File: config.mk
export PLATFORM = sky130hd
export DESIGN_NAME = pipe_rca_addsub_flat
export DESIGN_NICKNAME = d
export VERILOG_FILES = /design/src/rtl/pipe_rca_addsub_if.sv /design/src/rtl/pipe_rca_addsub.sv /design/src/flat_wrapper.sv
export SDC_FILE = /design/constraint.sdc
export NUM_CORES = 1
export LEC_CHECK = 0
export CELL_PAD_IN_SITES_DETAIL_PLACEMENT = 1
export CELL_PAD_IN_SITES_GLOBAL_PLACEMENT = 1
export CORE_MARGIN = 2
export CORE_UTILIZATION = 38
export DETAILED_ROUTE_END_ITERATION = 7
export PLACE_DENSITY_LB_ADDON = 0.1
export SLEW_MARGIN = 20
export SYNTH_ARGS = -nofsm -noshare
export SYNTH_HDL_FRONTEND = slang
export SYNTH_SLANG_ARGS = --single-unit
File: constraint.sdc
create_clock -name CLK -period 3.8 [get_ports CLK]
set_input_delay 0.76 -clock CLK [delete_from_list [all_inputs] [get_ports CLK]]
set_output_delay 0.76 -clock CLK [all_outputs]
set_load 0.1 [all_outputs]
File: src/rtl/pipe_rca_addsub_if.sv
// Operand/result handshake bundle for pipe_rca_addsub.
// The slave modport is the adder's view; master is the producer/consumer view.
interface pipe_rca_addsub_if #(
   parameter int WIDTH = 8
);
   logic             IN_VALID;
   logic             IN_READY;
   logic [WIDTH-1:0] A;
   logic [WIDTH-1:0] B;
   logic             CIN;
   logic             SUB;
   logic             OUT_VALID;
   logic             OUT_READY;
   logic [WIDTH-1:0] SUM;
   logic             COUT;
   logic             OVF;

   modport master (
      output IN_VALID, A, B, CIN, SUB, OUT_READY,
      input  IN_READY, OUT_VALID, SUM, COUT, OVF
   );

   modport slave (
      input  IN_VALID, A, B, CIN, SUB, OUT_READY,
      output IN_READY, OUT_VALID, SUM, COUT, OVF
   );
endinterface

File: src/rtl/pipe_rca_addsub.sv
// Pipelined ripple-carry adder/subtractor, STAGES slices of WIDTH/STAGES bits, valid/ready.
// Optional macro PIPE_RCA_SAT_EN adds unsigned saturation of SUM in the final stage.
module pipe_rca_addsub #(
   parameter int WIDTH  = 8,
   parameter int STAGES = 2
) (
   input logic               CLK,
   input logic               RST,
   pipe_rca_addsub_if.slave  bus
);
   localparam int S = WIDTH / STAGES;

   logic             adv;
   logic             out_valid;
   logic [WIDTH-1:0] b_eff;
   logic             cin_eff;

   // Subtract folds into the same chain as A + ~B + ~CIN.
   assign b_eff   = bus.SUB ? ~bus.B   : bus.B;
   assign cin_eff = bus.SUB ? ~bus.CIN : bus.CIN;

   assign out_valid    = stg[STAGES-1].v_reg;
   assign adv          = ~out_valid | bus.OUT_READY;
   assign bus.IN_READY = adv;

   genvar gi;
   generate
      for (gi = 0; gi < STAGES; gi++) begin : stg
         // Each stage sees only the operand bits not yet consumed, lowest slice at bit 0.
         localparam int REM = WIDTH - gi * S;
         localparam int HI  = (gi + 1) * S;

         logic [REM-1:0] a_in;
         logic [REM-1:0] b_in;
         logic           c_in;
         logic           v_in;
         logic [S:0]     slice;
         logic [HI-1:0]  sum_raw;
         logic [HI-1:0]  sum_next;
         logic [HI-1:0]  sum_reg;
         logic           c_reg;
         logic           v_reg;
`ifdef PIPE_RCA_SAT_EN
         logic           sub_in;
`endif

         if (gi == 0) begin : g_src
            assign a_in    = bus.A;
            assign b_in    = b_eff;
            assign c_in    = cin_eff;
            assign v_in    = bus.IN_VALID;
            assign sum_raw = slice[S-1:0];
`ifdef PIPE_RCA_SAT_EN
            assign sub_in  = bus.SUB;
`endif
         end else begin : g_src
            assign a_in    = stg[gi-1].g_fwd.a_reg;
            assign b_in    = stg[gi-1].g_fwd.b_reg;
            assign c_in    = stg[gi-1].c_reg;
            assign v_in    = stg[gi-1].v_reg;
            assign sum_raw = {slice[S-1:0], stg[gi-1].sum_reg};
`ifdef PIPE_RCA_SAT_EN
            assign sub_in  = stg[gi-1].g_fwd.sub_reg;
`endif
         end

         assign slice = {1'b0, a_in[S-1:0]} + {1'b0, b_in[S-1:0]} + {{S{1'b0}}, c_in};

         // Data registers only load for valid entries so an empty pipe keeps the last result.
         always_ff @(posedge CLK) begin
            if (RST) begin
               v_reg   <= 1'b0;
               c_reg   <= 1'b0;
               sum_reg <= '0;
            end else if (adv) begin
               v_reg <= v_in;
               if (v_in) begin
                  c_reg   <= slice[S];
                  sum_reg <= sum_next;
               end
            end
         end

         if (gi == STAGES - 1) begin : g_last
            logic c_msb;
            logic ovf_reg;

            // Carry into the MSB recovered from the MSB sum bit and its operands.
            assign c_msb = a_in[S-1] ^ b_in[S-1] ^ slice[S-1];

            always_ff @(posedge CLK) begin
               if (RST) begin
                  ovf_reg <= 1'b0;
               end else if (adv && v_in) begin
                  ovf_reg <= c_msb ^ slice[S];
               end
            end

`ifdef PIPE_RCA_SAT_EN
            always_comb begin
               sum_next = sum_raw;
               if (!sub_in && slice[S]) begin
                  sum_next = '1;
               end else if (sub_in && !slice[S]) begin
                  sum_next = '0;
               end
            end
`else
            assign sum_next = sum_raw;
`endif
         end else begin : g_fwd
            logic [REM-S-1:0] a_reg;
            logic [REM-S-1:0] b_reg;
`ifdef PIPE_RCA_SAT_EN
            logic             sub_reg;
`endif

            assign sum_next = sum_raw;

            always_ff @(posedge CLK) begin
               if (RST) begin
                  a_reg <= '0;
                  b_reg <= '0;
`ifdef PIPE_RCA_SAT_EN
                  sub_reg <= 1'b0;
`endif
               end else if (adv && v_in) begin
                  a_reg <= a_in[REM-1:S];
                  b_reg <= b_in[REM-1:S];
`ifdef PIPE_RCA_SAT_EN
                  sub_reg <= sub_in;
`endif
               end
            end
         end
      end
   endgenerate

   assign bus.OUT_VALID = out_valid;
   assign bus.SUM       = stg[STAGES-1].sum_reg;
   assign bus.COUT      = stg[STAGES-1].c_reg;
   assign bus.OVF       = stg[STAGES-1].g_last.ovf_reg;
endmodule

File: src/flat_wrapper.sv
// flat-port wrapper written by rule: the top's interface ports become plain ports
module pipe_rca_addsub_flat 
#(
   parameter int WIDTH  = 8,
   parameter int STAGES = 2
)
  (CLK, RST, bus_IN_VALID, bus_A, bus_B, bus_CIN, bus_SUB, bus_OUT_READY, bus_IN_READY, bus_OUT_VALID, bus_SUM, bus_COUT, bus_OVF);
  pipe_rca_addsub_if #(.WIDTH(WIDTH)) bus_i ();
  input logic CLK;
  input logic RST;
  input wire logic [$bits(bus_i.IN_VALID)-1:0] bus_IN_VALID;
  input wire logic [$bits(bus_i.A)-1:0] bus_A;
  input wire logic [$bits(bus_i.B)-1:0] bus_B;
  input wire logic [$bits(bus_i.CIN)-1:0] bus_CIN;
  input wire logic [$bits(bus_i.SUB)-1:0] bus_SUB;
  input wire logic [$bits(bus_i.OUT_READY)-1:0] bus_OUT_READY;
  output wire logic [$bits(bus_i.IN_READY)-1:0] bus_IN_READY;
  output wire logic [$bits(bus_i.OUT_VALID)-1:0] bus_OUT_VALID;
  output wire logic [$bits(bus_i.SUM)-1:0] bus_SUM;
  output wire logic [$bits(bus_i.COUT)-1:0] bus_COUT;
  output wire logic [$bits(bus_i.OVF)-1:0] bus_OVF;
  assign bus_i.IN_VALID = bus_IN_VALID;
  assign bus_i.A = bus_A;
  assign bus_i.B = bus_B;
  assign bus_i.CIN = bus_CIN;
  assign bus_i.SUB = bus_SUB;
  assign bus_i.OUT_READY = bus_OUT_READY;
  assign bus_IN_READY = bus_i.IN_READY;
  assign bus_OUT_VALID = bus_i.OUT_VALID;
  assign bus_SUM = bus_i.SUM;
  assign bus_COUT = bus_i.COUT;
  assign bus_OVF = bus_i.OVF;
  pipe_rca_addsub #(.WIDTH(WIDTH), .STAGES(STAGES)) u_core (.CLK(CLK), .RST(RST), .bus(bus_i));
endmodule
Word level (Yosys, flattened, before mapping)

Cells that the tools add are included.

Output and inout bits: 12
Input bits: 22
Register bits: 25
Word-level logic and storage cells: 26

Add/subtract/negate cells: 4
Bitwise gates (word level): 7
Muxes and demuxes: 2
Reductions and logical operators: 4

Operator list:

| operator                               | number |
|---|---|
| 4-bit by 4-bit adder with 5-bit output | 2 |
| 5-bit by 1-bit adder with 5-bit output | 2 |
| 8-bit two-way mux                      | 1 |
| 8-bit inverter                         | 1 |
| 2-bit AND reduction                    | 2 |
| 1-bit XOR                              | 3 |
| 1-bit logical AND                      | 2 |
| 1-bit inverter                         | 2 |
| 1-bit two-way mux                      | 1 |
| 1-bit OR                               | 1 |

Depth between registers and ports, before layout

Gate-level depths: netlist (run 1).

Depth in word-level cells: 4
Mapped depth: 8

Least setup slack after synthesis (run 1)

No wires, ideal clock.

Kind: in2reg
From: input bus_SUB
To: register u_core.stg[0].sum_reg[1]
Data arrival time: 2,173 ps
Library setup time: 86 ps
Setup slack: 1,542 ps
Stages on the path: 6
Cells stage by stage: buf_2 -> xor2_1 -> fa_1 -> inv_1 -> fa_1 -> a211oi_1

Word-level cells in the longest chain between the ends: 3

Ends and longest elaborated chain:

| element                                  | RTL line              | text |
|---|---|---|
| from (decl)                              | flat_wrapper.sv:15    | `input wire logic [$bits(bus_i.SUB)-1:0] bus_SUB;` |
| 8-bit two-way mux                        | pipe_rca_addsub.sv:19 | `assign b_eff = bus.SUB ? ~bus.B : bus.B;` |
| 4-bit by 4-bit adder with 5-bit output   | pipe_rca_addsub.sv:67 | `assign slice = {1'b0, a_in[S-1:0]} + {1'b0, b_in[S-1:0]} + {{S{1'b0}}, c_in};` |
| 5-bit by 1-bit adder with 5-bit output * | pipe_rca_addsub.sv:67 |  |
| to (signal assigned)                     | pipe_rca_addsub.sv:79 | `sum_reg <= sum_next;` |
| to (decl)                                | pipe_rca_addsub.sv:40 | `logic [HI-1:0] sum_reg;` |

Every way passes the cells marked *; elsewhere a longest branch is shown, timed or not.
A chain may end at the register's enable or synchronous reset.

Worst setup path in the final report (run 1)

From: input bus_SUB
To: register u_core.stg[0].c_reg

Word-level cells in the longest chain between the ends: 3

Ends and longest elaborated chain:

| element                                  | RTL line              | text |
|---|---|---|
| 8-bit two-way mux                        | pipe_rca_addsub.sv:19 |  |
| 4-bit by 4-bit adder with 5-bit output   | pipe_rca_addsub.sv:67 |  |
| 5-bit by 1-bit adder with 5-bit output * | pipe_rca_addsub.sv:67 |  |
| to (signal assigned)                     | pipe_rca_addsub.sv:78 | `c_reg <= slice[S];` |
| to (decl)                                | pipe_rca_addsub.sv:41 | `logic c_reg;` |

Marks and branches as above.

==> impl_metrics.yaml, run 1 <==
global_routing:
  grt_pass1_vias: 1057
  grt_use_total: 0.146
  grt_overflow: 0
  grt_first_pass_wirelength_um: 4500
  grt_max_degree: 29
  grt_antenna_before_repair: 0
clock_network:
  postCtsSetupRepairBufs: 0
  cts_buffer_depth: 2
  clock_latency_ps: 310
  htreeDepth: 1
  cts_resized: 0
  numCtsBuffers: 3
  tritoncts: "built"
  cts-root-buf: "clkbuf_4"
  cts_hold_buf: 0
  path_clk_slew_ps: 130
  clkSinkCount: 25
status:
  status: "finished, final reports clean"
logic_synthesis:
  synth.cell_area_sq_mm: 0.00129
  ys_types: 31
  yosysTopAreaCell: "dfxtp_1"
  synth_area_leaders: "dfxtp_1 (39%), nand2_1 (7.0%), a21oi_1 (6.6%)"
  yosysMostFrequentCell: "dfxtp_1"
  yosysWarnings: 0
  synth-seq-cells: 25
  syn_nets: 176
  synthArstFlopShare: 0
  avgSynthCellArea_sq_um: 8.95
  synthCells: 144
  seq_area_frac_synth: 0.388
  ys_top_cells_by_count: "dfxtp_1 (25), nand2_1 (24), a21oi_1 (17), nor2_1 (13), xor2_1 (8)"
  synth_edf_count: 0
  synth_top_flop_cell: "dfxtp_1"
  netlist.area_leader.share: 0.388
detailed_routing:
  vias_per_cell: 4.73
  met1_length_um: 1100
  met3_length_um: 125
  antenna_left: 0
  dr.first_iter.drc_count: 28
  drc: 0
  via_count: 1036
  wirelength_um: 2600
  route.met2.wl_um: 1340
  dr.max_layer_used: "met4"
  wl_per_cell_um: 11.9
  dr.pass1.iters: 3
final_layout:
  drive_gt1_frac: 0.0694
  n_antenna_cell: 0
  final_area_sq_mm: 0.00164
  nets: 206
  finish.utilization: 0.499
  largest_register_ffs: 8
  area_delta_synth_final_pct: 27.2
critical_path:
  crit_slowest_cell: "clkdlybuf4s50_1"
  critPathLaunchType: "input pin"
  r2r_start: "u_core.stg[0].g_fwd.b_reg[0]"
  arrival_ps: 2850
  crit_chain: "clkdlybuf4s50_1 -> xor2_1 -> fa_1 -> inv_1 -> fa_1 -> nor2b_1 -> o21ai_0 -> a211oi_1"
  crit_start: "bus_SUB"
  worstSetupPathType: "input pin to flop"
  path_max_fanout: 9
  max_stage_delay_ps: 750
  endpoint_kind: "flop"
  required_ps: 4030
  critPathMostFrequentCell: "fa_1"
sta:
  setup_viol_count_final: 0
  rsz0062_at_grt: "no"
  hold_viol: 0
  worstMarginPinSlew_ps: 966
  tns_ps: 0
  drv_slew: 0
  min_period_ps: 2620
  max-slew-margin-rel: 0.354
  max_freq_mhz: 382
  fin_crit_sh: 0.689
  setup_slack_ps: 1180
  skew_ps: 3.22
floorplan:
  core_sq_mm: 0.00328
  design.die.area_sq_mm: 0.00387
  rows: 21
  die_w_um: 62.2
  die_h_um: 62.2
  io-pin-count: 34
  start_util: 0.392
placed_design:
  hpwl_um: 2120
  detailedPlace.worstSlack_ps: 811
  place.gp.congestion: 0.721
  portBuffers: 33
  place_area_sq_mm: 0.00161
power_and_ir_drop:
  peakVddDrop_mv: 0.114
  power_uw: 592
  power_density_mw_per_mm2: 361
  power_leakage_nw: 0.637
flow_run:
  cap_viol_max_count: 0
hold_path:
  hold_path_class: "flop to flop"
  hp-start: "u_core.bus.SUM[2]"
[area by class of cell]
class,instances,area [sq um]
Clock buffer,4,26.3
Fill cell,403,1650
Inverter,7,26.3
Multi-Input combinational cell,103,693
Sequential cell,25,500
Tap cell,46,57.6
Timing Repair Buffer,34,335
[layer usage]
metal / vias to the layer above / global-route usage
met1: 476 / 0.169
met4: 0 / 0.0722
met2: 28 / 0.265
li1: 530 / -
met3: 2 / 0.0199
met5: - / 0
[worst paths after layout]
check                             end  slack [ps]  cells after the start
setup / recovery  u_core.stg[0].c_reg        1180                      8
hold / removal      u_core.bus.SUM[2]         460                      2
setup reg to reg       u_core.bus.OVF        1900                      7
hold reg to reg     u_core.bus.SUM[2]         460                      2
[kinds of logic (layout without fill, tap and decap cells)]
family	count (synthesis)	in the layout	share of synthesized area
AOI/OAI and AO/OA	29	29	0.146
buffers and inverters	16	45	0.0738
adders and majority gates	10	10	0.120
and+or+nand+nor	52	52	0.190
xor gates and xnor gates	12	12	0.0816
DFF	25	25	0.388
[power breakdown]
| part | internal, mW | switching [mW] |
|---|---|---|
| logic | 0.0711 | 0.112 |
| registers | 0.282 | 0.0120 |
| clock network | 0.0409 | 0.0739 |
[per-stage QoR]
stage                     hold slack, ps  std cells
final                                462        219
after global routing                 497        219
after CTS                            467        219
after detailed placement             449        215
after global placement               441        215
after floorplan                      432        144
[worst max-delay path, delay by kind of cell]
kind	cells	cell delay, ps
AO/OA/AOI/OAI	2	280
XOR/XNOR	1	240
adder cells (fa/ha/maj)	2	630
buffers and inverters	2	810
AND/OR/NAND/NOR	1	120
[cells in the final DEF, fill, tap and decap left out, drive strengths merged, types with 2 or more instances in the layout]
cell type      instances
clkbuf                 4
a21o                   2
fa                     4
inv                    7
xor2                   8
nor2                  13
a211oi                 8
and2                   2
nand3b                 2
nand3                  2
nand2b                 3
dfxtp                 25
nand2                 25
clkdlybuf4s50         32
xnor2                  4
buf                    2
a21oi                 17
ha                     6
Note: power is estimated with default switching activity, not from simulation.
==> run 2, diff against run 1 <==
- CORE_UTILIZATION: 38 -> 32
- clock period: 3.8 -> 2.2 ns (I/O delays scaled with it)
==> run 2 against run 1 <==
Global-route usage decreased by 1.5 points. Cell count increased by 4.1%. Sequential cell count unchanged. Wire length increased by 6.3%. Sequential power increased by 73%. Via count increased by 2.8%. Power increased by 87%. Highest routed layer unchanged.
==> impl_metrics.yaml, run 2 (synthesized netlist as in run 1, its figures left out) <==
sta:
  setup_slack_ps: 184
  rsz0062_at_grt: "no"
  worstMarginPinSlew_ps: 363
  skew_ps: 2.62
  tns_ps: 0
  setup_viol_count_final: 0
  drv_slew: 0
  fin_crit_sh: 0.916
  hold_viol: 0
  max_freq_mhz: 496
  whs_ps: 462
  min_period_ps: 2020
  max-slew-margin-rel: 0.758
hold_path:
  hold_path_class: "flop to flop"
  holdPathEnd: "u_core.bus.SUM[1]"
  hp-start: "u_core.bus.SUM[1]"
  hold_path_depth: 2
detailed_routing:
  wirelength_um: 2760
  dr.pass1.iters: 4
  via_count: 1065
  wl_per_cell_um: 12.1
  drc: 0
  antenna_left: 0
  vias_per_cell: 4.67
  dr.first_iter.drc_count: 42
clock_network:
  cts_resized: 0
  numCtsBuffers: 3
  htreeDepth: 1
  clkSinkCount: 25
  postCtsSetupRepairBufs: 0
  cts-root-buf: "clkbuf_8"
  tritoncts: "built"
  path_clk_slew_ps: 90
  cts_hold_buf: 0
  cts_buffer_depth: 2
  clock_latency_ps: 260
final_layout:
  drive_gt1_frac: 0.169
  largest_register_ffs: 8
  nets: 211
  area_delta_synth_final_pct: 32.1
  final_area_sq_mm: 0.00170
  finish.utilization: 0.432
  nFillCells: 464
  fin_cells: 228
  n_antenna_cell: 0
  final_common_cell: "dfxtp_1"
  mostFrequentLayoutCells: "dfxtp_1 (25), nand2_1 (24), clkdlybuf4s50_1 (20)"
global_routing:
  grt_overflow: 0
  grt_max_degree: 28
  grt_pass1_vias: 1118
  grt_first_pass_wirelength_um: 4620
  grt_antenna_before_repair: 0
  grt_use_total: 0.131
placed_design:
  hpwl_um: 2210
  portBuffers: 33
  dp_cells: 224
  place_area_sq_mm: 0.00164
  place.gp.congestion: 0.717
  detailedPlace.worstSlack_ps: -209
status:
  status: "finished, final reports clean"
power_and_ir_drop:
  power_mw: 1.10
  peakVddDrop_mv: 0.234
  power_density_mw_per_mm2: 649
  power_leakage_nw: 0.708
critical_path:
  ff2ff_setup_slack_ps: 360
  r2r_end: "u_core.bus.OVF"
  endpoint_kind: "flop"
  critPathLaunchType: "input pin"
  r2r_start: "u_core.stg[0].g_fwd.b_reg[0]"
  worstSetupPathType: "input pin to flop"
  r2r_cells: 7
  path_max_fanout: 2
  required_ps: 2380
  arrival_ps: 2200
floorplan:
  start_util: 0.327
  io-pin-count: 34
  core_sq_mm: 0.00394
  rows: 23
  die_w_um: 67.5
  design.die.area_sq_mm: 0.00455
  die_h_um: 67.5
flow_run:
  cap_viol_max_count: 0
[run 2: cell count changes in the layout (fill, tap and decap cells not counted), moves of 2 or more]
cell	change
buf_4	+15
clkbuf_4	-3
clkbuf_8	+3
clkdlybuf4s50_1	-12
xor2_1	-2
xor2_2	+2
[run 2: worst max path at each step]
stage               startpoint                        to  slack [ps]
floorplan              bus_SUB  u_core.stg[0].sum_reg[1]         260
global placement       bus_SUB       u_core.stg[0].c_reg        -130
detailed placement     bus_SUB       u_core.stg[0].c_reg        -210
CTS                    bus_SUB       u_core.stg[0].c_reg          70
global route          bus_B[0]       u_core.stg[0].c_reg          90
finish                bus_B[0]  u_core.stg[0].sum_reg[1]         180
[run 2: power breakdown]
part,internal [mW],switching [mW]
registers,0.487,0.0214
logic,0.131,0.197
clock network,0.129,0.139
[run 2: layout make-up]
class	count	area [sq um]	share of cell area
flip-flops and latches	25	500	0.294
inverters	7	26.3	0.0154
repair buffers	39	360	0.212
clock buffers	4	45.0	0.0265
well taps	50	62.6	0.0367
multi-input cells	103	708	0.416
[run 2: critical path, cell delays in order]
cell and delay, ps:
clkdlybuf4s50_1 440, xor2_2 190, fa_1 420, inv_1 80
fa_1 410, a211oi_1 210
[run 2: routing by layer]
metal	up-vias	wire length, um	track usage
met5	-	0	0
li1	535	-	-
met4	0	27	0.0459
met3	2	130	0.0150
met1	505	1190	0.149
met2	23	1420	0.250
==> run 3, diff against run 2 <==
- SETUP_SLACK_MARGIN: unset -> 0.3
==> run 3 against run 2 <==
Die area is the same. Hold slack lost 0.74 ps. Via count grew 1.0%. Critical path type is now flop to flop. Critical path depth grew 1. Register-to-register slack gained 50 ps. Sequential power is essentially flat. Largest cell class unchanged. Count of clock-buffer cells in the layout is the same. Combinational power grew 2%.
==> impl_metrics.yaml, run 3 (synthesized netlist as in run 1, its figures left out) <==
global_routing:
  grt_use_total: 0.135
  grt_overflow: 0
  grt_antenna_before_repair: 0
  grt_max_degree: 28
  grt_first_pass_wirelength_um: 4600
  grt_pass1_vias: 1037
critical_path:
  worstSetupPathType: "flop to flop"
  crit_slowest_cell: "fa_1"
  endpoint_kind: "flop"
  r2r_cells: 7
  crit_chain: "fa_2 -> inv_1 -> fa_1 -> nand2b_1 -> a21oi_2 -> xor2_1 -> a211oi_1"
  ff2ff_setup_slack_ps: 410
  max_stage_delay_ps: 380
  arrival_ps: 1980
  required_ps: 2380
  path_max_fanout: 2
  critPathLaunchType: "flop"
final_layout:
  n_antenna_cell: 0
  fin_cells: 228
  drive_gt1_frac: 0.219
  finish.utilization: 0.436
  largest_register_ffs: 8
  nFillCells: 452
  area_delta_synth_final_pct: 33.4
  mostFrequentLayoutCells: "nand2_1 (24), dfxtp_1 (23), clkdlybuf4s50_1 (18)"
  final_common_cell: "nand2_1"
  nets: 211
power_and_ir_drop:
  power_density_mw_per_mm2: 650
  power_leakage_nw: 0.701
  peakVddDrop_mv: 0.221
detailed_routing:
  via_count: 1076
  dr.first_iter.drc_count: 32
  wirelength_um: 2820
  dr.pass1.iters: 3
  vias_per_cell: 4.72
  wl_per_cell_um: 12.4
  antenna_left: 0
  drc: 0
floorplan:
  io-pin-count: 34
  die_w_um: 67.5
  design.die.area_sq_mm: 0.00455
  start_util: 0.327
  core_sq_mm: 0.00394
  rows: 23
  die_h_um: 67.5
sta:
  min_period_ps: 1790
  skew_ps: 4.58
  setup_slack_ps: 410
  hold_viol: 0
  worstMarginPinSlew_ps: 361
  max_freq_mhz: 559
  whs_ps: 461
  setup_viol_count_final: 0
  drv_slew: 0
  rsz0062_at_grt: "yes"
  fin_crit_sh: 0.814
  max-slew-margin-rel: 0.760
clock_network:
  htreeDepth: 1
  clock_latency_ps: 270
  clkSinkCount: 25
  postCtsSetupRepairBufs: 0
  cts-root-buf: "clkbuf_8"
  numCtsBuffers: 3
  path_clk_slew_ps: 90
  tritoncts: "built"
  cts_hold_buf: 0
  cts_buffer_depth: 2
hold_path:
  hold_path_class: "flop to flop"
  hold_path_depth: 2
placed_design:
  place.gp.congestion: 0.705
  hpwl_um: 2230
  portBuffers: 33
  dp_cells: 224
  detailedPlace.worstSlack_ps: -239
status:
  status: "finished, final reports clean"
flow_run:
  cap_viol_max_count: 0
-- run 3: changes by cell type in the layout (fill, tap and decap cells not counted), moves of 2 or more --
cell,previous run,this run
dfxtp_1,25,23
fa_2,0,3
dfxtp_2,0,2
fa_1,4,1
dlygate4sd2_1,0,2
clkdlybuf4s50_1,20,18
-- run 3: critical path: cells and delay by family (launching register included) --
kind,cells,cell delay (ps)
buf+inv,1,60
simple gates,1,190
flops,1,370
fa+ha+maj,2,600
compound gates,2,400
xor+xnor,1,80
-- run 3: final timing paths --
kind	to	startpoint
worst max-delay path	u_core.bus.OVF	u_core.stg[0].g_fwd.a_reg[0]
worst min-delay path	u_core.bus.SUM[3]	u_core.bus.SUM[3]
worst max register to register	u_core.bus.OVF	u_core.stg[0].g_fwd.a_reg[0]
worst min register to register	u_core.bus.SUM[3]	u_core.bus.SUM[3]
-- run 3: cell type report --
cell class / count / area [sq um] / area share
Multi-Input combinational cell: 103 / 732 / 0.426
Sequential cell: 25 / 503 / 0.293
Timing Repair Buffer: 39 / 350 / 0.204
Tap cell: 50 / 62.6 / 0.0364
Clock buffer: 4 / 45.0 / 0.0262
Inverter: 7 / 26.3 / 0.0153
-- run 3: metrics by stage --
stage | TNS [ps] | cell area, sq um | power, mW
after detailed placement | -776 | 1640 | 0.849
after global routing | 0 | 1720 | 1.18
after CTS | 0 | 1710 | 1.13
after global placement | -451 | 1640 | 0.842
final | 0 | 1720 | 1.12
after floorplan | 0 | 1290 | 0.748
-- run 3: routing by layer --
metal  global-route usage  vias up  share of wire
li1                     -      539              -
met1                0.163      507           0.43
met2                0.239       25           0.50
met3               0.0150        5          0.043
met4               0.0612        0          0.021
met5                    0        -              0
-- run 3: repair_timing --
action	CTS	global route
pin swaps	2	0
resized for setup	8	6
cloned	0	0
endpoints found under the setup margin	4	5
endpoints found under the hold margin	0	0
-- run 3: report_power, final --
group | internal [mW] | total (mW) | switching, mW
logic | 0.133 | 0.333 | 0.200
clock network | 0.130 | 0.275 | 0.146
registers | 0.487 | 0.509 | 0.0218
